$ cat src/rtl/voice_allocator.sv
// Polyphonic voice allocator: maps note events onto NUM_VOICES channels and
// programs the chosen channel through a three-phase strobed register bus.
module voice_allocator #(
  parameter int          NUM_VOICES  = 2,
  parameter logic [15:0] BASE_ADDR   = 16'h0010,
  parameter logic [15:0] ADDR_STRIDE = 16'h0010
) (
  input  logic                  Clock,
  input  logic                  Reset,
  input  logic                  NoteValid,
  output logic                  NoteReady,
  input  logic                  NoteOn,
  input  logic [6:0]            NoteNum,
  input  logic [6:0]            Velocity,
  output logic [15:0]           BusAddress,
  output logic [7:0]            BusDataOut,
  output logic                  BusDataOe,
  output logic                  BusReadWrite,
  output logic                  BusClock,
  output logic [NUM_VOICES-1:0] ActiveMask,
  output logic                  Busy
);

  localparam int VW = (NUM_VOICES > 1) ? $clog2(NUM_VOICES) : 1;

  typedef enum logic [2:0] {
    IDLE      = 3'd0,
    SEARCH    = 3'd1,
    WR_SETUP  = 3'd2,
    WR_STROBE = 3'd3,
    WR_HOLD   = 3'd4
  } state_t;

  state_t                  state_q, state_d;
  logic                    on_q, on_d;
  logic [6:0]              note_q, note_d;
  logic [6:0]              vel_q, vel_d;
  logic [VW-1:0]           voice_q, voice_d;
  logic [1:0]              off_q, off_d;
  logic [NUM_VOICES-1:0]   mask_q, mask_d;
  logic [7:0]              age_q [NUM_VOICES];
  logic [7:0]              age_d [NUM_VOICES];
  logic [6:0]              nm_q [NUM_VOICES];
  logic [6:0]              nm_d [NUM_VOICES];
  logic [15:0]             addr_q, addr_d;
  logic [7:0]              data_q, data_d;
  logic                    oe_q, oe_d;
  logic                    clk_q, clk_d;
  logic                    ready_q, ready_d;

  logic                    hit_s, free_s, old_s;
  logic [VW-1:0]           hit_idx_s, free_idx_s, old_idx_s, pick_s;
  logic [7:0]              old_age_s;
  logic                    in_wr_s;

  function automatic logic [15:0] voice_addr(input logic [VW-1:0] v, input logic [1:0] off);
    return BASE_ADDR + (16'(v) * ADDR_STRIDE) + {14'd0, off};
  endfunction

  // Register offset selects the payload: pitch, velocity, then gate bit.
  function automatic logic [7:0] wr_data(input logic [1:0] off, input logic on,
                                         input logic [6:0] note, input logic [6:0] vel);
    case (off)
      2'd0:    return {1'b0, note};
      2'd1:    return {1'b0, vel};
      default: return {7'd0, on};
    endcase
  endfunction

  // Candidate voices: same-note match, first free slot, and oldest active slot.
  always_comb begin
    hit_s      = 1'b0;
    hit_idx_s  = '0;
    free_s     = 1'b0;
    free_idx_s = '0;
    old_s      = 1'b0;
    old_idx_s  = '0;
    old_age_s  = 8'd0;
    for (int i = 0; i < NUM_VOICES; i++) begin
      if (mask_q[i] && (nm_q[i] == note_q) && !hit_s) begin
        hit_s     = 1'b1;
        hit_idx_s = VW'(i);
      end else if (!mask_q[i] && !free_s) begin
        free_s     = 1'b1;
        free_idx_s = VW'(i);
      end else begin
        hit_s = hit_s;
      end
      // Strict compare keeps the lowest index on equal ages.
      if (mask_q[i] && (!old_s || (age_q[i] > old_age_s))) begin
        old_s     = 1'b1;
        old_idx_s = VW'(i);
        old_age_s = age_q[i];
      end else begin
        old_s = old_s;
      end
    end
    pick_s = hit_s ? hit_idx_s : (free_s ? free_idx_s : old_idx_s);
  end

  // Next-state, bookkeeping and registered-output computation.
  always_comb begin
    state_d = state_q;
    on_d    = on_q;
    note_d  = note_q;
    vel_d   = vel_q;
    voice_d = voice_q;
    off_d   = off_q;
    mask_d  = mask_q;
    age_d   = age_q;
    nm_d    = nm_q;
    case (state_q)
      IDLE: begin
        if (NoteValid) begin
          on_d    = NoteOn;
          note_d  = NoteNum;
          vel_d   = Velocity;
          state_d = SEARCH;
        end else begin
          state_d = IDLE;
        end
      end
      SEARCH: begin
        if (on_q) begin
          voice_d = pick_s;
          off_d   = 2'd0;
          state_d = WR_SETUP;
          for (int i = 0; i < NUM_VOICES; i++) begin
            if (VW'(i) == pick_s) begin
              age_d[i] = 8'd0;
              nm_d[i]  = note_q;
            end else if (mask_q[i] && (age_q[i] != 8'hFF)) begin
              age_d[i] = age_q[i] + 8'd1;
            end else begin
              age_d[i] = age_q[i];
            end
          end
        end else if (hit_s) begin
          voice_d = hit_idx_s;
          off_d   = 2'd2;
          state_d = WR_SETUP;
        end else begin
          state_d = IDLE;
        end
      end
      WR_SETUP: state_d = WR_STROBE;
      WR_STROBE: begin
        state_d = WR_HOLD;
        if (off_q == 2'd2) begin
          mask_d[voice_q] = on_q;
        end else begin
          mask_d = mask_q;
        end
      end
      WR_HOLD: begin
        if (off_q == 2'd2) begin
          state_d = IDLE;
        end else begin
          off_d   = off_q + 2'd1;
          state_d = WR_SETUP;
        end
      end
      default: state_d = IDLE;
    endcase

    in_wr_s = (state_d == WR_SETUP) || (state_d == WR_STROBE) || (state_d == WR_HOLD);
    addr_d  = in_wr_s ? voice_addr(voice_d, off_d) : 16'h0000;
    data_d  = in_wr_s ? wr_data(off_d, on_d, note_d, vel_d) : 8'h00;
    oe_d    = in_wr_s;
    clk_d   = (state_d == WR_STROBE);
    ready_d = (state_d == IDLE);
  end

  // State and registered outputs; reset abandons any write in flight.
  always_ff @(posedge Clock or negedge Reset) begin
    if (!Reset) begin
      state_q <= IDLE;
      on_q    <= 1'b0;
      note_q  <= 7'd0;
      vel_q   <= 7'd0;
      voice_q <= '0;
      off_q   <= 2'd0;
      mask_q  <= '0;
      for (int i = 0; i < NUM_VOICES; i++) begin
        age_q[i] <= 8'd0;
        nm_q[i]  <= 7'd0;
      end
      addr_q  <= 16'h0000;
      data_q  <= 8'h00;
      oe_q    <= 1'b0;
      clk_q   <= 1'b0;
      ready_q <= 1'b1;
    end else begin
      state_q <= state_d;
      on_q    <= on_d;
      note_q  <= note_d;
      vel_q   <= vel_d;
      voice_q <= voice_d;
      off_q   <= off_d;
      mask_q  <= mask_d;
      age_q   <= age_d;
      nm_q    <= nm_d;
      addr_q  <= addr_d;
      data_q  <= data_d;
      oe_q    <= oe_d;
      clk_q   <= clk_d;
      ready_q <= ready_d;
    end
  end

  assign NoteReady    = ready_q;
  assign Busy         = !ready_q;
  assign BusAddress   = addr_q;
  assign BusDataOut   = data_q;
  assign BusDataOe    = oe_q;
  assign BusReadWrite = oe_q;
  assign BusClock     = clk_q;
  assign ActiveMask   = mask_q;

endmodule
$ cat config.mk
export PLATFORM = sky130hd
export DESIGN_NAME = voice_allocator
export DESIGN_NICKNAME = d
export VERILOG_FILES = /design/src/rtl/voice_allocator.sv
export SDC_FILE = /design/constraint.sdc
export NUM_CORES = 1
export LEC_CHECK = 0
export BUFFER_PORTS_ARGS = -buffer_cell sky130_fd_sc_hd__buf_2
export CAP_MARGIN = 20
export CORE_ASPECT_RATIO = 0.5
export CORE_MARGIN = 1.5
export CORE_UTILIZATION = 45
export CTS_CLUSTER_SIZE = 14
export DETAILED_ROUTE_END_ITERATION = 7
export PLACE_DENSITY = 0.65
export SKIP_LAST_GASP = 1
export SLEW_MARGIN = 10
export SYNTH_ARGS = -nofsm -noshare
export SYNTH_HDL_FRONTEND = slang
export SYNTH_SLANG_ARGS = --single-unit
$ cat constraint.sdc
create_clock -name Clock -period 2.7 [get_ports Clock]
set_input_delay 0.54 -clock Clock [delete_from_list [all_inputs] [get_ports Clock]]
set_output_delay 0.54 -clock Clock [all_outputs]
set_load 0.02 [all_outputs]
==> parameters.txt, run 1 <==
Parameter                              Value

Clock tree
  Post-CTS Hold Buffers    0
  Number of sinks on the clock net    67
  Buffers inserted by post-CTS timing repair    0
  Max Buffers Root-to-Sink    2
  Root cell of the clock tree    sky130_fd_sc_hd__clkbuf_16
  Number of buffers created by CTS    9
  Clock slew at reported path FFs    0.06 ns
  TritonCTS clock tree    yes
  Worst skew pair latency    0.33 ns
  # resized after CTS    0
  H-tree levels    3

Power
  Fraction of power spent switching nets    37.8%
  Total design power    4.43 mW
  Pwr Density    1110 mW/mm2
  Switching pwr    1.68 mW
  Peak supply drop    674 uV
  Gate power share    37.2%
  Sequential share of power    38.7%
  Internal    2.76 mW
  Power share of the clock group    24.1%
  Leakage Power    1.88 nW

Yosys
  Most frequently used flop master after synthesis    sky130_fd_sc_hd__dfrtp_1
  Register area share after synthesis    48.0%
  Total of warnings raised by yosys    0
  Number of synthesized flops with an enable pin    0
  Number of distinct library cells after synthesis    58
  Share of async-settable or async-resettable flops after synthesis    100%
  Post-synthesis register bit count    67
  Instance count of the mapped netlist    313
  Syn avg cell area    11.2 um2
  Post-Synthesis Cell Area    0.00350 mm2

Timing
  Worst slew pin tran    0.668 ns
  Maximum frequency from static timing analysis    0.399 GHz
  Final Skew    0.00526 ns
  TNS Setup    0 ns
  Tightest slew margin relative to the limit    55.5%
  Max-slew violation count    0
  Final number of setup-violating endpoints    0
  Period utilisation layout    92.9%
  Setup repair after global routing missed its margin    false
  Count of endpoints failing hold in the final timing report    0
  Post-layout minimum cycle time    2.51 ns

Critical path
  Slowest cell on the critical path    sky130_fd_sc_hd__dfrtp_1
  Endpoint required time on the critical path    2.91 ns
  Cell-by-cell listing of the critical path    nand2_1 > ha_1 > nand2_1 > o2111a_1 > a31o_2 > o21a_1 > nor3_4 > mux2_2
  Critical path capture point type    flop
  R2r setup slk    0.19 ns
  Cell depth of the worst flop-to-flop path    8
  Most prevalent standard cell on the critical path    sky130_fd_sc_hd__nand2_1
  Type of the setup path with the least slack    flop to flop
  Startpoint of the worst-slack reg-to-reg timing path    ActiveMask[0]
  Worst path max stage delay    0.50 ns
  Critical path data arrival time    2.72 ns
  Worst R2R End    nm_q[2]
  Crit-path max FO    11
  Element type at the critical path start    flop

Placement
  Placed Cells    440
  Port Buffers    35
  Post-detail-place hpwl    4860 um
  Placer congestion estimate    0.821

Floorplan
  Boundary Pins    49
  Full die area    0.00834 mm2
  Core ar.    0.00743 mm2
  Number of rows in the core area    22
  Die Ht    65.3 um
  Starting utilization of the core area    47.0%
  Die W    128 um

Run status
  Outcome    finished clean

Flow run
  Max Cap Viol    0

Routing
  Wirelength, routed    6730 um
  Post-route antenna net violation count    0
  Average wire length per cell after detail routing    14.8 um
  Detailed-route vias per instance    5.20
  TritonRoute pass-1 iters    4
  Total number of vias    2372
  Remaining design rule violation count    0
  Initial DRC Count    96

Layout
  Number of antenna repair diodes    0
  Fin util    53.9%
  Area of the multi-input gates    0.00165 mm2
  Most common cell after layout, fill and taps aside    sky130_fd_sc_hd__dfrtp_1
  Layout net count    385
  Synth-to-Final Area Change    14.6%
  Area taken by flip-flops and latches    0.00168 mm2
  Non-filler instance count after layout    456
  Share of post-route cells with drive strength above 1    28.1%
  Filler cells    640
  Most frequent cells in the layout    66 x sky130_fd_sc_hd__dfrtp_1, 35 x sky130_fd_sc_hd__buf_2, 28 x sky130_fd_sc_hd__nand2_1, 28 x sky130_fd_sc_hd__mux2_2, 27 x sky130_fd_sc_hd__nor2_1

Global route
  Overall global routing resource usage    18.0%
  Remaining global-route overflow    0
  Pin count of the biggest net entering global routing    41
  Antenna violations before repair    0
  Wire length of the first global-routing pass    11600 um
  Number of global-route vias before repair    2370

Min path
  Kind of path behind the tightest hold check    input pin to async pin
## critical path: cells and delay by family, from the launching register on
kind	cells	cell delay, ns
flops	1	0.50
fa+ha+maj	1	0.33
compound gates	3	0.68
mux	1	0.39
simple gates	3	0.49
## kinds of logic (layout without fill, tap and decap cells)
family,after synthesis,count (layout),share of synthesized area [%]
and+or+nand+nor,100,100,15.9
DFF,67,67,48.0
AOI/OAI and AO/OA,37,37,8.13
muxes,35,35,11.0
buffers and inverters,35,70,6.08
xor gates and xnor gates,26,26,6.51
adders and majority gates,12,12,4.29
other,1,13,0.107
## flip-flops by register name (all words and copies together) (netlist names), 2 cells and up
register and cells:
note_q 7, BusDataOut 7, BusAddress 4, vel_q 7, ActiveMask 2, state_q 3, age_q 16, nm_q 14
off_q 2
## cell type report
cell class / count / share of cell area, %
clock inverters: 7 / 1.28
multi-input cells: 223 / 41.2
flip-flops and latches: 67 / 41.9
clock buffers: 9 / 5.62
well taps: 96 / 3.00
repair buffers: 41 / 5.81
inverters: 13 / 1.22
## through the flow
stage                     setup slack (ns)  hold slack (ns)  instance area (um2)
after floorplan                      0.138            0.244                 3540
after global routing                0.0462            0.286                 4010
final                                0.192            0.241                 4010
after detailed placement             0.164            0.487                 3730
after global placement               0.256            0.481                 3730
after CTS                            0.138            0.257                 4010
## worst max-delay path by stage
| stage | start | endpoint | slack [ns] | depth (start not counted) |
|---|---|---|---|---|
| finish | ActiveMask[0] | nm_q[2] | 0.19 | 8 |
| floorplan | ActiveMask[0] | nm_q[5] | 0.14 | 10 |
| global placement | ActiveMask[0] | nm_q[1] | 0.26 | 8 |
| global route | ActiveMask[0] | nm_q[10] | 0.05 | 8 |
| detailed placement | ActiveMask[0] | nm_q[3] | 0.16 | 8 |
| CTS | ActiveMask[0] | nm_q[3] | 0.14 | 8 |
## metal layers
layer	wire, um	vias up	global-route usage (%)
met5	0	-	0
met3	201	15	3.66
met2	3070	47	29.3
met4	102	0	7.02
met1	3360	1167	24.1
li1	-	1143	-
## power groups by stage
stage	Sequential, mW	Clock (mW)	Combinational, mW
global placement	1.71	0	1.61
detailed placement	1.73	0	1.66
finish	1.72	1.07	1.65
global route	1.77	1.13	1.82
CTS	1.72	1.09	1.67
floorplan	1.69	0	1.30
## cells in the mapped netlist (all sizes together), types with 3 or more instances
| cell type | instances | area [um2] |
|---|---|---|
| nand3 | 8 | 40.0 |
| mux2i | 7 | 70.1 |
| nor3 | 3 | 26.3 |
| inv | 13 | 48.8 |
| mux2 | 28 | 315 |
| o22ai | 5 | 31.3 |
| nor2b | 3 | 18.8 |
| nand4 | 5 | 31.3 |
| xnor2 | 11 | 96.3 |
| and2 | 5 | 31.3 |
| o21ai | 7 | 38.8 |
| nand2 | 29 | 111 |
| dfrtp | 66 | 1650 |
| a21oi | 6 | 33.8 |
| xor2 | 15 | 131 |
| ha | 12 | 150 |
| and3 | 5 | 31.3 |
| buf | 21 | 160 |
| nor2 | 27 | 101 |
No activity file was read; power rests on OpenSTA's default activity.
==> inputs of run 2 (changes only) <==
--- a/config.mk
+++ b/config.mk
@@ -14,7 +14,7 @@
 export DETAILED_ROUTE_END_ITERATION = 7
 export PLACE_DENSITY = 0.65
 export SKIP_LAST_GASP = 1
-export SLEW_MARGIN = 10
+export SLEW_MARGIN = 20
 export SYNTH_ARGS = -nofsm -noshare
 export SYNTH_HDL_FRONTEND = slang
 export SYNTH_SLANG_ARGS = --single-unit
==> constraint.sdc (replaced) <==
create_clock -name Clock -period 2.7 [get_ports Clock]
set_input_delay 0.27 -clock Clock [delete_from_list [all_inputs] [get_ports Clock]]
set_output_delay 0.27 -clock Clock [all_outputs]
set_load 0.02 [all_outputs]
==> run 2 against run 1 <==
Compared with the run above: flip-flop and latch count stayed put; non-clock buffer count increased by 2; setup slack gained 0.0014 ns; clock skew rose by 0.0027 ns; count of clock-buffer cells in the layout up 3; sequential power about the same; sequential share of layout area fell by 0.25 points; combinational power about the same; largest power group unchanged.
==> parameters.txt, run 2 (synthesized netlist as in run 1, its figures left out) <==
Parameter                              Value

Clock tree
  Number of sinks on the clock net    67 (unchanged)
  Root cell of the clock tree    sky130_fd_sc_hd__clkbuf_16
  Worst skew pair latency    0.34 ns (about the same)
  Post-CTS Hold Buffers    0 (unchanged)
  Clock slew at reported path FFs    0.05 ns (about the same)
  H-tree levels    3 (unchanged)
  TritonCTS clock tree    yes
  # resized after CTS    0 (unchanged)
  Max Buffers Root-to-Sink    2 (unchanged)
  Number of buffers created by CTS    9 (unchanged)
  Buffers inserted by post-CTS timing repair    0 (unchanged)

Routing
  Wirelength, routed    6900 um (+2.5%)
  Detailed-route vias per instance    5.23 (+0.53%)
  Average wire length per cell after detail routing    15.1 um (+2.0%)
  Post-route antenna net violation count    0 (unchanged)
  TritonRoute pass-1 iters    4 (unchanged)
  Remaining design rule violation count    0 (unchanged)
  Total number of vias    2395 (+0.97%)
  Initial DRC Count    104 (+8.3%)

Layout
  Most frequent cells in the layout    66 x sky130_fd_sc_hd__dfrtp_1, 35 x sky130_fd_sc_hd__buf_2, 28 x sky130_fd_sc_hd__nand2_1, 28 x sky130_fd_sc_hd__mux2_2, 27 x sky130_fd_sc_hd__nor2_1
  Number of flip-flops under the largest register name    16 (unchanged)
  Fin util    54.2% (+0.32 points)
  Layout net count    387 (+0.52%)
  Largest regs    age_q (16), nm_q (14)
  Synth-to-Final Area Change    15.3%
  Final design area excluding fillers    0.00403 mm2 (+0.59%)
  Number of antenna repair diodes    0 (unchanged)
  Most common cell after layout, fill and taps aside    sky130_fd_sc_hd__dfrtp_1
  Share of post-route cells with drive strength above 1    27.9% (-0.16 points)
  Most flops, register    age_q

Timing
  Post-layout minimum cycle time    2.51 ns (-0.00140 ns)
  Final Skew    0.00797 ns (+0.00271 ns)
  Setup repair after global routing missed its margin    false
  Final Hold Slack    0.121 ns (-0.120 ns)
  Tightest slew margin relative to the limit    44.0% (-11 points)
  Final number of setup-violating endpoints    0 (unchanged)
  Max-slew violation count    0 (unchanged)
  TNS Setup    0 ns (unchanged)
  Period utilisation layout    92.8% (about the same)
  Worst slew pin tran    0.840 ns (+0.172 ns)
  Count of endpoints failing hold in the final timing report    0 (unchanged)
  Maximum frequency from static timing analysis    0.399 GHz (about the same)

Global route
  Number of global-route vias before repair    2351 (-0.80%)
  Antenna violations before repair    0 (unchanged)
  Wire length of the first global-routing pass    11600 um (-0.24%)
  Overall global routing resource usage    18.5% (+0.47 points)
  Pin count of the biggest net entering global routing    68 (+66%)
  Remaining global-route overflow    0 (unchanged)

Power
  Power share of the clock group    25.5% (+1.4 points)
  Fraction of power spent switching nets    36.5% (-1.3 points)
  Switching pwr    1.66 mW (-0.69%)
  Pwr Density    1130 mW/mm2 (+2.2%)
  Gate power share    36.9% (-0.3 points)
  Peak supply drop    692 uV (+2.7%)
  Internal    2.89 mW (+4.9%)
  Sequential share of power    37.6% (-1.1 points)
  Total design power    4.56 mW (+2.8%)
  Leakage Power    1.90 nW (+0.85%)

Placement
  Dpl cell area    0.00373 mm2 (about the same)
  Post-detail-place hpwl    4860 um (about the same)
  Port Buffers    35 (unchanged)
  Placer congestion estimate    0.836 (+1.8%)

Floorplan
  Starting utilization of the core area    47.0% (unchanged)
  Die W    128 um (unchanged)
  Core ar.    0.00743 mm2 (unchanged)
  Number of rows in the core area    22 (unchanged)
  Boundary Pins    49 (unchanged)
  Full die area    0.00834 mm2 (unchanged)
  Die Ht    65.3 um (unchanged)

Critical path
  Crit-path max FO    11 (unchanged)
  Type of the setup path with the least slack    flop to flop
  Critical path capture point type    flop
  Endpoint required time on the critical path    2.92 ns (about the same)
  Element type at the critical path start    flop
  Critical path data arrival time    2.73 ns (about the same)

Flow run
  Max Cap Viol    0 (unchanged)

Min path
  Kind of path behind the tightest hold check    input pin to async pin

Run status
  Outcome    finished clean
==> run 2: cell types whose count changed in the layout (fill, tap and decap cells not counted), sizes merged <==
cell and delta:
inv -2, clkinvlp -1, clkinv -1, buf +2, clkbuf +3, bufinv +1
==> run 2: power groups by stage <==
stage	combinational, mW	clock (mW)	sequential [mW]
floorplan	1.30	0	1.69
global placement	1.64	0	1.70
detailed placement	1.68	0	1.72
CTS	1.70	1.18	1.71
global route	1.85	1.23	1.77
finish	1.68	1.16	1.71
==> run 2: worst paths after layout <==
check / from / endpoint / slack [ns] / depth (start not counted)
setup / recovery: ActiveMask[0] / nm_q[4] / 0.19 / 8
hold / removal: Reset / BusDataOe / 0.12 / 2
setup reg to reg: ActiveMask[0] / nm_q[4] / 0.19 / 8
hold reg to reg: vel_q[2] / vel_q[2] / 0.50 / 1
max in group asynchronous: Reset / age_q[3] / 2.02 / 2
min in group Clock: NoteNum[1] / note_q[1] / 0.18 / 2
==> run 2: metrics by stage <==
stage / std cells / setup slack (ns)
after detailed placement: 442 / 0.136
after global placement: 442 / 0.239
final: 458 / 0.193
after CTS: 458 / 0.124
after floorplan: 325 / 0.138
after global routing: 458 / 0.0473
==> run 2: final cells by class <==
type                       count  area [um2]
fill                         633        3400
sequential                    67        1680
multi-input combinational    223        1650
clock buffer                  12         246
timing repair buffer          43         235
tap                           96         120
clock inverter                 4        51.3
inverter                      13        48.8
==> run 2: metal layers <==
layer / track usage (%) / wire length (um) / part of all wire [%]
met5: 0 / 0 / 0
met4: 7.58 / 123 / 1.8
met3: 4.64 / 280 / 4.1
met2: 30.7 / 3210 / 47
met1: 23.5 / 3280 / 48
==> run 2: critical path: stages (launching register included) <==
cell and delay [ns]:
sky130_fd_sc_hd__dfrtp_1 0.51, sky130_fd_sc_hd__nand2_1 0.11, sky130_fd_sc_hd__ha_1 0.32, sky130_fd_sc_hd__nand2_1 0.06, sky130_fd_sc_hd__o2111a_1 0.25, sky130_fd_sc_hd__a31o_2 0.21, sky130_fd_sc_hd__o21a_1 0.22, sky130_fd_sc_hd__nor3_4 0.32
sky130_fd_sc_hd__mux2_2 0.38
